`config.mk`:
```
export PLATFORM = sky130hd
export DESIGN_NAME = sdram_scheduler
export DESIGN_NICKNAME = d
export VERILOG_FILES = /design/src/rtl/sdram_scheduler.sv
export SDC_FILE = /design/constraint.sdc
export NUM_CORES = 1
export LEC_CHECK = 0
export ABC_AREA = 1
export ABC_CLOCK_PERIOD_IN_PS = 2800
export CAP_MARGIN = 20
export CORE_UTILIZATION = 55
export DETAILED_ROUTE_END_ITERATION = 8
export GPL_ROUTABILITY_DRIVEN = 0
export PLACE_DENSITY = 0.8
export SKIP_CTS_REPAIR_TIMING = 1
export SYNTH_ARGS = -nofsm -noshare
export SYNTH_HDL_FRONTEND = slang
export SYNTH_SLANG_ARGS = --single-unit
```
`constraint.sdc`:
```
create_clock -name sdram_clk -period 2.8 [get_ports sdram_clk]
set_clock_uncertainty 0.15 [all_clocks]
set_input_delay 0.7 -clock sdram_clk [delete_from_list [all_inputs] [get_ports sdram_clk]]
set_output_delay 0.7 -clock sdram_clk [all_outputs]
set_load 0.01 [all_outputs]
```
`src/rtl/sdram_scheduler.sv`:
```
// Shares one SDRAM command port between refresh, the camera write path and the HDMI read path,
// and keeps the ping-pong frame buffers so that HDMI always scans out the last complete frame.
module sdram_scheduler #(
    parameter int ADDR_WIDTH         = 22,
    parameter int LEVEL_WIDTH        = 10,
    parameter int BURST_LEN          = 8,
    parameter int FRAME_WORDS        = 153600,
    parameter int BUFFER_STRIDE_LOG2 = 18,
    parameter int REFRESH_INTERVAL   = 375,
    parameter int RD_LOW_WM          = 64,
    parameter int RD_HIGH_WM         = 504
) (
    input  logic                   sdram_clk,
    input  logic                   resetn,
    input  logic                   init_done,
    input  logic [LEVEL_WIDTH-1:0] wr_level,
    input  logic                   wr_frame_start,
    input  logic [LEVEL_WIDTH-1:0] rd_level,
    input  logic                   rd_frame_start,
    output logic                   cmd_valid,
    input  logic                   cmd_ready,
    output logic [1:0]             cmd_op,
    output logic [ADDR_WIDTH-1:0]  cmd_addr,
    input  logic                   cmd_done,
    output logic                   wr_buffer,
    output logic                   rd_buffer,
    output logic                   refresh_overrun
);
    localparam int OFF_W = $clog2(FRAME_WORDS + 1);
    localparam int TMR_W = $clog2(REFRESH_INTERVAL + 1);
    localparam logic [1:0] OP_NONE = 2'd0;
    localparam logic [1:0] OP_WR   = 2'd1;
    localparam logic [1:0] OP_RD   = 2'd2;
    localparam logic [1:0] OP_REF  = 2'd3;
    localparam logic [OFF_W-1:0]       FRAME_END  = OFF_W'(FRAME_WORDS);
    localparam logic [OFF_W-1:0]       BURST      = OFF_W'(BURST_LEN);
    localparam logic [TMR_W-1:0]       TMR_RELOAD = TMR_W'(REFRESH_INTERVAL - 1);
    localparam logic [LEVEL_WIDTH-1:0] LOW_WM     = LEVEL_WIDTH'(RD_LOW_WM);
    localparam logic [LEVEL_WIDTH-1:0] HIGH_WM    = LEVEL_WIDTH'(RD_HIGH_WM);
    localparam logic [LEVEL_WIDTH-1:0] WR_MIN     = LEVEL_WIDTH'(BURST_LEN);

    typedef enum logic [1:0] {IDLE = 2'd0, ISSUE = 2'd1, BUSY = 2'd2} state_t;

    state_t                 state;
    state_t                 state_next;
    logic [TMR_W-1:0]       refresh_timer;
    logic [3:0]             refresh_pending;
    logic [OFF_W-1:0]       wr_offset;
    logic [OFF_W-1:0]       rd_offset;
    logic                   frame_complete;
    logic                   wr_suppress;
    logic                   rd_suppress;
    logic [1:0]             pick_op;
    logic [ADDR_WIDTH-1:0]  pick_addr;
    logic [ADDR_WIDTH-1:0]  wr_base;
    logic [ADDR_WIDTH-1:0]  rd_base;
    logic                   launch;
    logic                   finish;
    logic                   refresh_tick;
    logic                   refresh_done;
    logic                   wr_room;
    logic                   rd_room;

    assign wr_room      = (wr_offset < FRAME_END);
    assign rd_room      = (rd_offset < FRAME_END);
    assign wr_base      = ADDR_WIDTH'(wr_buffer) << BUFFER_STRIDE_LOG2;
    assign rd_base      = ADDR_WIDTH'(rd_buffer) << BUFFER_STRIDE_LOG2;
    assign launch       = (state == IDLE) && init_done && (pick_op != OP_NONE);
    assign finish       = (state == BUSY) && cmd_done;
    assign refresh_tick = init_done && (refresh_timer == '0);
    assign refresh_done = finish && (cmd_op == OP_REF);

    // Request arbitration: refresh, urgent read, write, normal read.
    always_comb begin
        pick_op = OP_NONE;
        if (refresh_pending != 4'd0) begin
            pick_op = OP_REF;
        end else if ((rd_level < LOW_WM) && rd_room) begin
            pick_op = OP_RD;
        end else if ((wr_level >= WR_MIN) && wr_room) begin
            pick_op = OP_WR;
        end else if ((rd_level <= HIGH_WM) && rd_room) begin
            pick_op = OP_RD;
        end else begin
            pick_op = OP_NONE;
        end
    end

    // Burst start address for the winning request.
    always_comb begin
        pick_addr = '0;
        case (pick_op)
            OP_WR:   pick_addr = wr_base + ADDR_WIDTH'(wr_offset);
            OP_RD:   pick_addr = rd_base + ADDR_WIDTH'(rd_offset);
            default: pick_addr = '0;
        endcase
    end

    // FSM next-state logic.
    always_comb begin
        state_next = state;
        case (state)
            IDLE:    state_next = launch ? ISSUE : IDLE;
            ISSUE:   state_next = cmd_ready ? BUSY : ISSUE;
            BUSY:    state_next = cmd_done ? IDLE : BUSY;
            default: state_next = IDLE;
        endcase
    end

    // FSM state register.
    always_ff @(posedge sdram_clk or negedge resetn) begin
        if (!resetn) begin
            state <= IDLE;
        end else begin
            state <= state_next;
        end
    end

    // Command registers, held stable while the command is offered.
    always_ff @(posedge sdram_clk or negedge resetn) begin
        if (!resetn) begin
            cmd_valid <= 1'b0;
            cmd_op    <= OP_NONE;
            cmd_addr  <= '0;
        end else if (launch) begin
            cmd_valid <= 1'b1;
            cmd_op    <= pick_op;
            cmd_addr  <= pick_addr;
        end else if ((state == ISSUE) && cmd_ready) begin
            cmd_valid <= 1'b0;
        end else if (finish) begin
            cmd_op    <= OP_NONE;
        end
    end

    // Refresh timer and saturating pending-refresh count.
    always_ff @(posedge sdram_clk or negedge resetn) begin
        if (!resetn) begin
            refresh_timer   <= TMR_RELOAD;
            refresh_pending <= 4'd0;
            refresh_overrun <= 1'b0;
        end else begin
            if (!init_done || (refresh_timer == '0)) begin
                refresh_timer <= TMR_RELOAD;
            end else begin
                refresh_timer <= refresh_timer - TMR_W'(1);
            end
            if (refresh_tick && !refresh_done) begin
                if (refresh_pending == 4'd15) begin
                    refresh_overrun <= 1'b1;
                end else begin
                    refresh_pending <= refresh_pending + 4'd1;
                end
            end else if (refresh_done && !refresh_tick) begin
                refresh_pending <= refresh_pending - 4'd1;
            end
        end
    end

    // Camera side: write offset, buffer toggle and frame completion.
    always_ff @(posedge sdram_clk or negedge resetn) begin
        if (!resetn) begin
            wr_offset      <= '0;
            wr_buffer      <= 1'b0;
            frame_complete <= 1'b0;
            wr_suppress    <= 1'b0;
        end else begin
            if (wr_frame_start) begin
                wr_offset <= '0;
                if (frame_complete) begin
                    wr_buffer      <= ~wr_buffer;
                    frame_complete <= 1'b0;
                end
            end else if (finish && (cmd_op == OP_WR) && !wr_suppress) begin
                wr_offset <= wr_offset + BURST;
                if ((wr_offset + BURST) == FRAME_END) begin
                    frame_complete <= 1'b1;
                end
            end
            // A frame start during the life of a write discards that write's progress.
            if (launch) begin
                wr_suppress <= wr_frame_start;
            end else if (wr_frame_start) begin
                wr_suppress <= 1'b1;
            end
        end
    end

    // HDMI side: read offset and selection of the last complete buffer.
    always_ff @(posedge sdram_clk or negedge resetn) begin
        if (!resetn) begin
            rd_offset   <= '0;
            rd_buffer   <= 1'b1;
            rd_suppress <= 1'b0;
        end else begin
            if (rd_frame_start) begin
                rd_offset <= '0;
                rd_buffer <= frame_complete ? wr_buffer : ~wr_buffer;
            end else if (finish && (cmd_op == OP_RD) && !rd_suppress) begin
                rd_offset <= rd_offset + BURST;
            end
            if (launch) begin
                rd_suppress <= rd_frame_start;
            end else if (rd_frame_start) begin
                rd_suppress <= 1'b1;
            end
        end
    end
endmodule

```
# After elaboration in Yosys (flattened, before gate mapping)
# Index checks and enable logic that the tools add are counted.
[word_totals]
ff_bits = 82
inputBits = 27
out_inout_bits = 28
elab_cells = 106
[op_classes]
addsub = 7
n_lt_le_gt_ge = 5
n_eq_ne = 11
muxes = 30
bitwise = 1
n_reduce_logical = 38
[op_table]
columns = ["cell", "count"]
rows = [
  ["2-to-1 mux 18 bit", 4],
  ["adder 19 x 18 -> 20 bit", 2],
  ["one-hot mux 20 bit (2 select lines)", 1],
  ["adder 18 x 4 -> 18 bit (second input constant)", 2],
  ["< comparator 18 bit (second input constant)", 2],
  ["equality test 18 bit (second input constant)", 1],
  ["2-to-1 mux 2 bit", 9],
  ["nonzero test 2 bit", 9],
  ["logical AND 1 bit", 15],
  ["2-to-1 mux 4 bit", 3],
  ["2-to-1 mux 1 bit", 11],
  [">= comparator 10 x 4 -> 1 bit (second input constant)", 1],
  ["less-or-equal comparator 10 x 9 -> 1 bit (second input constant)", 1],
  ["< comparator 10 x 7 -> 1 bit (second input constant)", 1],
  ["AND reduction 2 bit", 5],
  ["logical NOT 9 bit", 1],
  ["2-to-1 mux 9 bit", 1],
  ["subtractor 9 x 1 -> 9 bit (second input constant)", 1],
  ["equality test 2 bit (second input constant)", 4],
  ["equality test 2 x 1 -> 1 bit (second input constant)", 3],
  ["one-hot mux 2 bit (3 select lines)", 1],
  ["logical NOT 1 bit", 5],
  ["adder 4 x 1 -> 4 bit (second input constant)", 1],
  ["equality test 4 bit (second input constant)", 1],
  ["6 further kinds", 7],
]

# Longest topological paths before layout
[logic_depth]
word_depth = 10
ltp_mapped = 16

# Worst setup path before layout
# Ideal clock, no wire load.
[synth_timing]
kind = "input -> register"
start = "in rd_level[9]"
end = "reg cmd_addr[10]"
arrival_time_ps = 2341
slack_ps = 235
stages = 12
cell_sequence = "nor4_1 -> nand2_1 -> nand2_1 -> o21bai_1 -> inv_1 -> ha_1 -> nor4_4 -> inv_2 -> or2_1 -> buf_6 -> buf_6 -> o21ai_2"
[synth_via]
elab_chain_cells = 8
elab_cells_between_ends = 13
cone_classes = "order compare (2); eq/ne (2); mux (5); reduce/logical (4)"
[synth_rtl]
columns = ["item", "line", "rtl"]
rows = [
  ["from (decl)", "18", "input logic [LEVEL_WIDTH-1:0] rd_level,"],
  ["less-or-equal comparator 10 x 9 -> 1 bit", "82", "end else if ((rd_level <= HIGH_WM) && rd_room) begin"],
  ["logical AND 1 bit", "82", ""],
  ["2-to-1 mux 2 bit", "82", ""],
  ["2-to-1 mux 2 bit", "80", "end else if ((wr_level >= WR_MIN) && wr_room) begin"],
  ["2-to-1 mux 2 bit *", "78", "end else if ((rd_level < LOW_WM) && rd_room) begin"],
  ["2-to-1 mux 2 bit *", "76", "if (refresh_pending != 4'd0) begin"],
  ["equality test 2 bit, or another cell as far along", "92", "case (pick_op)"],
  ["one-hot mux 20 bit (2 select lines) / logical AND 1 bit (equally long branches)", "92, 68", ""],
  ["to (signal assigned)", "128", "cmd_addr <= pick_addr;"],
  ["to (decl)", "23", "output logic [ADDR_WIDTH-1:0] cmd_addr,"],
]
# Every way passes the cells marked *; elsewhere a longest branch is shown, timed or not.
# A chain may end at the register's enable or synchronous reset.

# Worst setup path in the final report
[layout_timing]
start = "in rd_level[9]"
end = "reg cmd_addr[6]"
# The elaborated chain is that of the path after synthesis.

==> impl_summary.log <==
INFO  metric syn-mean-instance-area = 7.78 µm²
INFO  metric dp_hpwl = 7070 µm
INFO  metric path_class = input port to flop
INFO  metric count_of_max_cap_constraint_violations = 0
INFO  metric grt.busiest_layer = met2
INFO  metric post-route-period-util = 0.971
INFO  metric rrSetupSlack = 320 ps
INFO  metric timing.final.max_slew_violations = 0
INFO  metric post_synth_num_cell_types = 40
INFO  metric setup.worst_path.start_class = input port
INFO  metric vias = 3,672
INFO  metric clk_latency = 350 ps
INFO  metric clockRootBuffer = sky130_fd_sc_hd__clkbuf_8
INFO  metric place_worst_setup_slack = -386 ps
INFO  metric port_buffers = 48
INFO  metric tritoncts.num_buffers = 9
INFO  metric clk_pin_slew = 80 ps
INFO  metric r2r_cells = 16
INFO  metric globalRouteMet2Util = 0.465
INFO  metric cts.sink_count = 71
INFO  metric clk_path_buf_depth = 2
INFO  metric worst_hold_path_type = input port to asynchronous set/reset pin
INFO  metric globalRouteMet1Util = 0.346
INFO  metric post_route_cells_drive_above_1_share = 0.129
INFO  metric worst_path_max_delay_cell = sky130_fd_sc_hd__clkdlybuf4s50_1
INFO  metric postLayoutCellArea = 0.00489 mm²
INFO  metric setup_total_negative_slack = 0 ps
INFO  metric detail_route.iter0.violations = 205
INFO  metric wire_per_inst = 14.1 µm
INFO  metric rr_endpoint = refresh_pending[3]$_DFFE_PN0P_
INFO  metric detail-route-antenna-nets = 0
INFO  metric drtPass1Iterations = 5
INFO  metric diodes = 0
INFO  metric ios = 55
INFO  metric synth-warning-count = 0
INFO  metric setup_violations = 0
INFO  metric areaGrowthSynthToFinish = 23.7%
INFO  metric synth_top_flop_cell = sky130_fd_sc_hd__dfrtp_1
INFO  metric grt.met3_usage = 0.0571
INFO  metric number_of_global_route_vias_before_repair = 3,483
INFO  metric critPathMaxStageDelay = 450 ps
INFO  metric critical_path_peak_fanout = 16
INFO  metric setup.worst_path.end_class = flop
INFO  metric route.final.wire_length = 9600 µm
INFO  metric peak_freq = 368 MHz
INFO  metric layout.cells.most_common_list = sky130_fd_sc_hd__nand2_1, sky130_fd_sc_hd__inv_1, sky130_fd_sc_hd__dfrtp_1
INFO  metric status = complete, no violations
INFO  metric grt_max_degree = 72
INFO  metric yosysTopAreaCell = sky130_fd_sc_hd__dfrtp_1
INFO  metric synth-async-reset-ratio = 1.00
INFO  metric leading_cell_type_in_the_layout_fill_and_taps_excluded = sky130_fd_sc_hd__nand2_1
INFO  metric final_hold_viol_count = 0
INFO  metric synthDominantCellAreaShare = 0.405
INFO  metric number_of_enable_flip_flop_cells_after_synthesis = 0
INFO  metric timing.rr.start = refresh_timer[0]$_DFF_PN0_
INFO  metric drcViolationCount = 0
INFO  metric required = 2920 ps
INFO  metric finish.net_count = 615
INFO  metric rows = 30
INFO  metric leakagePower = 2.10 nW
INFO  metric yosys-top-cells-area = sky130_fd_sc_hd__dfrtp_1, sky130_fd_sc_hd__nand2_1, sky130_fd_sc_hd__inv_1
INFO  metric antenna_found_initial = 0
INFO  metric crit_path_cell_trace = clkdlybuf4s50_1 -> nor4_2 -> nand2_1 -> nand2_1 -> o21bai_1 -> inv_1 -> ha_2 -> nor4_4 -> inv_2 -> or2_1 -> buf_12 -> o21ai_0
INFO  metric number_of_flip_flops_and_latches_in_the_synthesized_netlist = 71
INFO  metric finalHoldWorstSlack = 222 ps
INFO  metric yosysSeqAreaShare = 0.452
INFO  metric arrival = 2840 ps
INFO  metric power_density = 537 mW/mm²
INFO  metric grt.overflow.total = 0
INFO  metric fp.dieW = 86.7 µm
INFO  metric fillerInstances = 543
INFO  metric global_route.usage.total = 0.275
INFO  metric syn-cell-area = 0.00395 mm²
INFO  metric initial_core_util = 0.575
INFO  metric vdd_ir_drop_max = 0.404 mV
INFO  metric htree_levels = 3
INFO  metric layout_min_cycle_time = 2720 ps
INFO  metric worst_slew_pin_slew = 530 ps
INFO  metric placed_cell_area = 0.00466 mm²
INFO  metric cp_common_cell = sky130_fd_sc_hd__nand2_1
INFO  metric final.setup.worst_slack = 80.8 ps
INFO  metric layout.core_utilization = 0.711
INFO  metric syn_inst = 508
INFO  metric grt_first_pass_wirelength = 15,800 µm
INFO  metric tritoncts = built
INFO  metric timing.slew.headroom = 0.646
INFO  metric die-area = 0.00752 mm²
INFO  metric viasPerCell = 5.41
INFO  metric core_area = 0.00687 mm²
INFO  metric floorplan_die_height = 86.7 µm
through the flow:
step / std cells / total power, W
final: 679 / 0.00263
after global routing: 679 / 0.00278
after CTS: 678 / 0.00261
after detailed placement: 662 / 0.00181
after global placement: 662 / 0.00178
after floorplan: 510 / 0.00154
cell families (layout without fill, tap and decap cells):
kind of cell	count (synthesis)	after routing	share of synthesized area
AOI/OAI and AO/OA	87	87	0.135
xor gates and xnor gates	8	8	0.0177
adders and majority gates	10	10	0.0336
buffers and inverters	95	168	0.0991
DFF	71	71	0.452
other	1	3	0.000949
and+or+nand+nor	236	236	0.262
state kept, by name (all words and copies together), names as in the netlist:
signal / flops
cmd_addr: 17
rd_offset: 15
wr_offset: 15
refresh_timer: 9
refresh_pending: 4
cmd_op: 2
state: 2
cmd_valid: 1
frame_complete: 1
rd_buffer: 1
rd_suppress: 1
refresh_overrun: 1
wr_buffer: 1
wr_suppress: 1
per-layer routing:
layer | part of all wire | vias up
met5 | 0 | -
met4 | 0.024 | 0
met3 | 0.054 | 21
met2 | 0.49 | 120
met1 | 0.43 | 1740
li1 | - | 1791
area by class of cell:
cell class,instances,area (µm²),share of cell area
multi-input combinational,344,1810,0.370
tap,96,120,0.0246
clock inverter,6,61.3,0.0125
timing repair buffer,71,673,0.138
sequential,71,1790,0.365
inverter,80,304,0.0622
clock buffer,10,128,0.0261
timing repair inverter,1,7.51,0.00154
critical path, delay by kind of cell:
kind,cells,cell delay [ps]
compound gates,2,270
buf+inv,4,770
simple gates,5,900
fa+ha+maj,1,190
worst max path at each step:
stage / start / endpoint / cells after the start
after floorplan: rd_level[9] / cmd_addr[10]$_DFFE_PN0P_ / 12
after global placement: wr_level[8] / cmd_addr[3]$_DFFE_PN0P_ / 13
after detailed placement: wr_level[8] / cmd_addr[7]$_DFFE_PN0P_ / 13
after CTS: wr_level[8] / cmd_addr[3]$_DFFE_PN0P_ / 13
after global routing: rd_level[9] / cmd_addr[18]$_DFFE_PN0P_ / 12
final: rd_level[9] / cmd_addr[6]$_DFFE_PN0P_ / 12
cells in the mapped netlist, types with 3 or more instances:
library cell,instances
sky130_fd_sc_hd__clkbuf_1,6
sky130_fd_sc_hd__dfrtp_1,64
sky130_fd_sc_hd__nor2_1,50
sky130_fd_sc_hd__nor4_1,4
sky130_fd_sc_hd__dfstp_2,7
sky130_fd_sc_hd__nand4_1,11
sky130_fd_sc_hd__o22ai_1,22
sky130_fd_sc_hd__nor3_1,13
sky130_fd_sc_hd__inv_2,3
sky130_fd_sc_hd__a21oi_1,13
sky130_fd_sc_hd__o21ai_2,10
sky130_fd_sc_hd__xor2_1,7
sky130_fd_sc_hd__buf_4,5
sky130_fd_sc_hd__nand2_1,119
sky130_fd_sc_hd__o21ai_0,32
sky130_fd_sc_hd__nand3_1,28
sky130_fd_sc_hd__inv_1,77
sky130_fd_sc_hd__ha_1,9
where the power goes:
| group | total, W | switching (W) | internal (W) |
|---|---|---|---|
| logic | 0.000610 | 0.000335 | 0.000275 |
| registers | 0.00121 | 0.0000986 | 0.00111 |
| clock network | 0.000805 | 0.000397 | 0.000408 |
| total | 0.00263 | 0.000831 | 0.00179 |
Power figures use the tool's default switching activity.
